### src/rtl/freq_gate_counter.sv
// Gate-window frequency counter: counts rising edges of an asynchronous `sig` over
// GATE_CYCLES clocks and publishes a 4-digit packed BCD result. Optional macro FREQ_OVF_EN.
module freq_gate_counter #(
  parameter int unsigned GATE_CYCLES = 50000000,
  parameter int unsigned SYNC_STAGES = 2
) (
  input  logic        clk,
  input  logic        rst_n,
  input  logic        en,
  input  logic        sig,
  output logic [15:0] count,
  output logic        valid
`ifdef FREQ_OVF_EN
  ,
  output logic        ovf
`endif
);

  typedef enum logic {IDLE, GATE} state_t;

  state_t                 state;
  logic [SYNC_STAGES-1:0] sync_q;
  logic                   dly_q;
  logic                   edge_det;
  logic [31:0]            gate_cnt;
  logic [15:0]            acc;
  logic [15:0]            acc_inc;
  logic [15:0]            acc_nxt;
  logic                   terminal;
`ifdef FREQ_OVF_EN
  logic                   carry;
  logic                   sticky;
  logic                   sticky_nxt;
`endif

  function automatic logic [15:0] bcd_inc(input logic [15:0] v);
    logic [15:0] r;
    logic        c;
    r = v;
    c = 1'b1;
    for (int i = 0; i < 4; i++) begin
      if (c) begin
        if (v[i*4 +: 4] == 4'd9) r[i*4 +: 4] = 4'd0;
        else begin
          r[i*4 +: 4] = v[i*4 +: 4] + 4'd1;
          c = 1'b0;
        end
      end
    end
    return r;
  endfunction

  always_ff @(posedge clk or negedge rst_n) begin
    if (!rst_n) begin
      sync_q <= '0;
      dly_q  <= 1'b0;
    end else begin
      sync_q <= {sync_q[SYNC_STAGES-2:0], sig};
      dly_q  <= sync_q[SYNC_STAGES-1];
    end
  end

  assign edge_det = sync_q[SYNC_STAGES-1] & ~dly_q;
  assign terminal = (gate_cnt == GATE_CYCLES - 1);
  assign acc_inc  = bcd_inc(acc);

`ifdef FREQ_OVF_EN
  // Carry out of digit 3 only happens from 9999; the accumulator then sticks there.
  assign carry      = (acc == 16'h9999);
  assign sticky_nxt = sticky | (edge_det & carry);
  assign acc_nxt    = (edge_det && !carry) ? acc_inc : acc;
`else
  assign acc_nxt    = edge_det ? acc_inc : acc;
`endif

  always_ff @(posedge clk or negedge rst_n) begin
    if (!rst_n) begin
      state    <= IDLE;
      gate_cnt <= '0;
      acc      <= '0;
      count    <= '0;
      valid    <= 1'b0;
`ifdef FREQ_OVF_EN
      sticky   <= 1'b0;
      ovf      <= 1'b0;
`endif
    end else begin
      valid <= 1'b0;
      case (state)
        IDLE: begin
          gate_cnt <= '0;
          acc      <= '0;
`ifdef FREQ_OVF_EN
          sticky   <= 1'b0;
`endif
          if (en) state <= GATE;
        end
        GATE: begin
          if (terminal) begin
            // Edge landing on the terminal cycle belongs to the closing window.
            count    <= acc_nxt;
            valid    <= 1'b1;
            gate_cnt <= '0;
            acc      <= '0;
`ifdef FREQ_OVF_EN
            ovf      <= sticky_nxt;
            sticky   <= 1'b0;
`endif
            if (!en) state <= IDLE;
          end else if (!en) begin
            state    <= IDLE;
            gate_cnt <= '0;
            acc      <= '0;
`ifdef FREQ_OVF_EN
            sticky   <= 1'b0;
`endif
          end else begin
            gate_cnt <= gate_cnt + 32'd1;
            acc      <= acc_nxt;
`ifdef FREQ_OVF_EN
            sticky   <= sticky_nxt;
`endif
          end
        end
        default: state <= IDLE;
      endcase
    end
  end

endmodule

### config.mk
export PLATFORM = sky130hd
export DESIGN_NAME = freq_gate_counter
export DESIGN_NICKNAME = d
export VERILOG_FILES = /design/src/rtl/freq_gate_counter.sv
export SDC_FILE = /design/constraint.sdc
export NUM_CORES = 1
export LEC_CHECK = 0
export CORE_UTILIZATION = 55
export CTS_CLUSTER_SIZE = 24
export DETAILED_ROUTE_END_ITERATION = 6
export GPL_ROUTABILITY_DRIVEN = 0
export GPL_TIMING_DRIVEN = 1
export PLACE_DENSITY = 0.83
export SYNTH_ARGS = -nofsm -noshare
export SYNTH_HDL_FRONTEND = slang
export SYNTH_SLANG_ARGS = --single-unit
### constraint.sdc
create_clock -name clk -period 4.4 [get_ports clk]
set_clock_uncertainty 0.1 [all_clocks]
set_input_delay 0.44 -clock clk [delete_from_list [all_inputs] [get_ports clk]]
set_output_delay 0.44 -clock clk [all_outputs]
set_load 0.005 [all_outputs]
# Word-level counts from Yosys, hierarchy flattened
# Cells that the tools add are included.
# W data, S select, Z words.
[classes] n_addsub=5 n_eq_ne=5 mux=22 bitwise=3 reduce_logical=1
[ops] operator="$mux W32" n=2
[ops] operator="$pmux W32 S2" n=1
[ops] operator="$mux W16" n=3
[ops] operator="$add A32 B1 Y32 const B" n=1
[ops] operator="$eq A32 B26 Y1 const B" n=1
[ops] operator="$pmux W16 S2" n=1
[ops] operator="$mux W4" n=7
[ops] operator="$add A4 B1 Y4 const B" n=4
[ops] operator="$eq A4 B4 Y1 const B" n=4
[ops] operator="$mux W1" n=8
[ops] operator="$not A1 Y1" n=2
[ops] operator="$reduce_and A2 Y1" n=1
[ops] operator="$and A1 B1 Y1" n=1
[word_totals] regBits=69 in_bits=4 out_inout_bits=17 wordCells=43

# Longest topological paths before layout
[logic_depth] ltp_word=9 depth_mapped=8 ltp_nobuf=6

# Worst setup path after synthesis
# No wires, ideal clock.
[synth_path] path_type="reg-to-reg" startpoint="register gate_cnt[0]" endpoint="register count[11]" setup_ps=126 arrival_time_ps=1764 required_time_ps=4174 setup_slack_ps=2411 path_stages_with_launch=9 n_path_buf=2 period_less_slack_ps=1989 cell_sequence="dfrtp_1 ha_1 and4_1 nand3_1 or4_1 buf_2 buf_6 nand2_2 o21ai_2"
[synth_between] elab_chain_cells=2
[synth_rtl] element="start, declared" line="25" rtl="logic [31:0] gate_cnt;"
[synth_rtl] element="start signal, assigned" line="118" rtl="gate_cnt <= gate_cnt + 32'd1;"
[synth_rtl] element="$eq A32 B26 Y1" line="64" rtl="assign terminal = (gate_cnt == GATE_CYCLES - 1);"
[synth_rtl] element="$reduce_and A2 Y1 (no line)"
[synth_rtl] element="end signal, assigned" line="101" rtl="count <= acc_nxt;"
[synth_rtl] element="end, declared" line="11" rtl="output logic [15:0] count,"
# No other way between the ends.
# A chain may end at the register's enable or synchronous reset.

# Worst setup path after layout
[layout_path] startpoint="register gate_cnt[0]" endpoint="register count[2]"
# The elaborated chain is that of the path after synthesis.

==> results.sh <==
export IMPL_power_density_nw_per_um2=304
export IMPL_synth_most_common_cell="dfrtp_1"
export IMPL_synth_enable_flop_cells=0
export IMPL_nets=358
export IMPL_critPathArrivalTime_ns=2.70
export IMPL_hold_viol=0
export IMPL_die_area_um2=6340
export IMPL_synth_fp_nets=338
export IMPL_worst_slack_ns=1.80
export IMPL_wire_per_inst_um=13.7
export IMPL_yosys_top_cells_area="dfrtp_1 52%, xnor2_1 7.1%, nor2_1 6.0%, o21ai_2 4.0%, xor2_1 2.9%"
export IMPL_cpMaxStageDelayCell="or4_2"
export IMPL_r2r_start="gate_cnt[0]$_DFF_PN0_"
export IMPL_layout_drive_gt1_share_pct=14.0
export IMPL_rsz0062_at_grt="no"
export IMPL_worstSkewPairLatency_ns=0.34
export IMPL_clock_path_buffers=2
export IMPL_yosys_register_bits=69
export IMPL_die_y_um=79.6
export IMPL_async_flop_share_pct=100
export IMPL_crit_chain="ha_1 > and4_1 > nand3_1 > or4_2 > nand2_1 > o21ai_2"
export IMPL_cp_depth=6
export IMPL_cts_resized_gates=0
export IMPL_clk_pin_slew_ns=0.08
export IMPL_synth_top_flop_cell="dfrtp_1"
export IMPL_max_cap_violations=0
export IMPL_r2r_end="count[2]$_DFFE_PN0P_"
export IMPL_syn_cell_area_um2=3320
export IMPL_vias=2339
export IMPL_drt_first_pass_iters=5
export IMPL_vias_per_cell=5.44
export IMPL_antenna_cells=0
export IMPL_grt_pass1_vias=2318
export IMPL_register_area_um2=1730
export IMPL_outcome="complete, no violations"
export IMPL_synth_top_area_share_pct=52.1
export IMPL_r2r_cells=6
export IMPL_period_needed_ns=2.60
export IMPL_port_buffers=20
export IMPL_p_leak_nw=1.49
export IMPL_finalCritPeriodShare_pct=59.2
export IMPL_cp_start_kind="flip-flop"
export IMPL_cp_data_required_time_ns=4.50
export IMPL_grt_pass1_wl_mm=10.4
export IMPL_synth_seq_area_share_pct=52.1
export IMPL_tightestPinTransition_ns=0.923
export IMPL_cts_sinks=69
export IMPL_htreeDepth=3
export IMPL_antenna_left=0
export IMPL_multi_input_area_um2=1470
export IMPL_path_max_fanout=33
export IMPL_postCtsSetupBuffers=0
export IMPL_grt_ovfl_total=0
export IMPL_grt_max_degree=70
export IMPL_grt_usage_pct=21.7
export IMPL_die_w_um=79.6
export IMPL_drc_errors=0
export IMPL_cts_root_buf="clkbuf_8"
export IMPL_fmax_mhz=384
export IMPL_ir_drop_mv=0.162
export IMPL_cts_buffers=9
export IMPL_hpwl_mm=3.95
export IMPL_path_buf_inv=0
export IMPL_hp_class="in -> async"
export IMPL_yosys_top_cells_count="69 x dfrtp_1, 53 x nor2_1, 27 x xnor2_1"
export IMPL_ys_warn_count=0
export IMPL_fp_row_count=27
export IMPL_relSlewSlack_pct=38.4
export IMPL_reg2reg_slack_ns=1.80
export IMPL_cts_tree="built"
export IMPL_start_util_pct=58.8
export IMPL_syn_to_final_growth_pct=12.0
export IMPL_yosysUniqueCellTypes=37
export IMPL_wirelength_mm=5.88
export IMPL_dp_slack_ns=1.80
export IMPL_ioPinCount=21
export IMPL_postCtsHoldBufs=0
export IMPL_synth_largest_area_cell="dfrtp_1"
export IMPL_core_area_um2=5640
export IMPL_critPathKind="reg -> reg"
export IMPL_drt_iter0_markers=119
export IMPL_synthCells=333
export IMPL_critPathTopFamily="simple AND/OR/NAND/NOR gates"
export IMPL_holdWs_ns=0.177
export IMPL_antenna_found_initial=0
export IMPL_finalMaxSlewViolations=0
export IMPL_setup_viol=0
export IMPL_fill_cells=424
export IMPL_setup_tns_ns=0
export IMPL_slowest_delay_ns=1.08
export IMPL_synth_avg_cell_area_um2=9.96
export IMPL_end_kind="flip-flop"
cell type report:
| cell class | count | share of cell area [%] |
|---|---|---|
| tap | 72 | 2.43 |
| clock buffer | 13 | 4.28 |
| clock inverter | 3 | 0.539 |
| sequential | 69 | 46.5 |
| inverter | 11 | 1.11 |
| timing repair buffer | 22 | 5.66 |
| multi-input combinational | 240 | 39.5 |
registers in the layout (all words and copies together) (netlist names):
name and cells:
gate_cnt 32, acc 16, count 16, dly_q 1, sync_q 2, state 1
valid 1
worst reg2reg max path: stages (launching register included):
cell and delay, ns:
dfrtp_1 0.37, ha_1 0.23, and4_1 0.28, nand3_1 0.09, or4_2 1.08, nand2_1 0.25, o21ai_2 0.07
stage by stage:
step / instances / utilization [%] / area (um2) / total power, W
6_report: 430 / 65.8 / 3710 / 0.00113
5_1_grt: 430 / 65.8 / 3710 / 0.00117
4_1_cts: 430 / 65.8 / 3710 / 0.00114
3_5_place_dp: 414 / 62.7 / 3540 / 0.000679
3_3_place_gp: 414 / 62.7 / 3540 / 0.000678
2_1_floorplan: 333 / - / 3320 / 0.000661
layout by cell type, fill, tap and decap left out, types with 2 or more instances in the layout:
master	netlist	routed
dfrtp_1	69	69
nor2_1	53	53
xnor2_1	27	27
nand2_1	25	25
clkdlybuf4s50_1	0	19
o21ai_2	15	15
nand3_1	14	14
nand2_2	14	14
nor3_1	13	13
inv_1	11	11
xor2_1	11	11
clkbuf_8	0	11
nand4_1	8	8
nor4_1	8	8
a21oi_1	7	7
and3_1	6	6
and4_1	5	5
o21ai_0	5	5
a21o_1	3	3
mux2i_1	3	3
nand2b_1	3	3
a22oi_1	3	3
and2_1	2	2
nor4bb_1	2	2
or3_1	2	2
nor2b_1	2	2
clkinvlp_4	0	2
clkbuf_1	4	2
buf_4	1	2
cells by family after synthesis:
kind of cell	count (synthesis)	share of synthesized area [%]
AND/OR/NAND/NOR	164	25.4
buffers and inverters	24	3.70
adder cells (fa/ha/maj)	1	0.377
multiplexers	3	0.906
XOR/XNOR	38	10.0
AO/OA/AOI/OAI	34	7.47
flip-flops	69	52.1
routing by layer:
metal | part of all wire, % | vias to the layer above | wire length (um) | global-route usage [%]
met3 | 3.4 | 11 | 200 | 6.06
met5 | 0 | - | 0 | 0
met1 | 45 | 1108 | 2650 | 26.3
met4 | 1.6 | 0 | 96 | 9.45
met2 | 50 | 50 | 2930 | 36.0
li1 | - | 1170 | - | -
where the power goes:
group	switching [W]	total, W	internal [W]
sequential	0.00000179	0.000639	0.000637
clock	0.000228	0.000463	0.000235
combinational	0.0000215	0.0000268	0.00000538
how the worst max path moves through the flow:
stage | endpoint | startpoint | slack (ns)
4_1_cts | count[2]$_DFFE_PN0P_ | gate_cnt[0]$_DFF_PN0_ | 1.79
6_report | count[2]$_DFFE_PN0P_ | gate_cnt[0]$_DFF_PN0_ | 1.80
2_1_floorplan | count[11]$_DFFE_PN0P_ | gate_cnt[0]$_DFF_PN0_ | 2.41
3_3_place_gp | count[2]$_DFFE_PN0P_ | gate_cnt[0]$_DFF_PN0_ | 1.88
5_1_grt | count[15]$_DFFE_PN0P_ | gate_cnt[0]$_DFF_PN0_ | 1.57
3_5_place_dp | count[2]$_DFFE_PN0P_ | gate_cnt[0]$_DFF_PN0_ | 1.80
(Power assumes the default switching activity.)
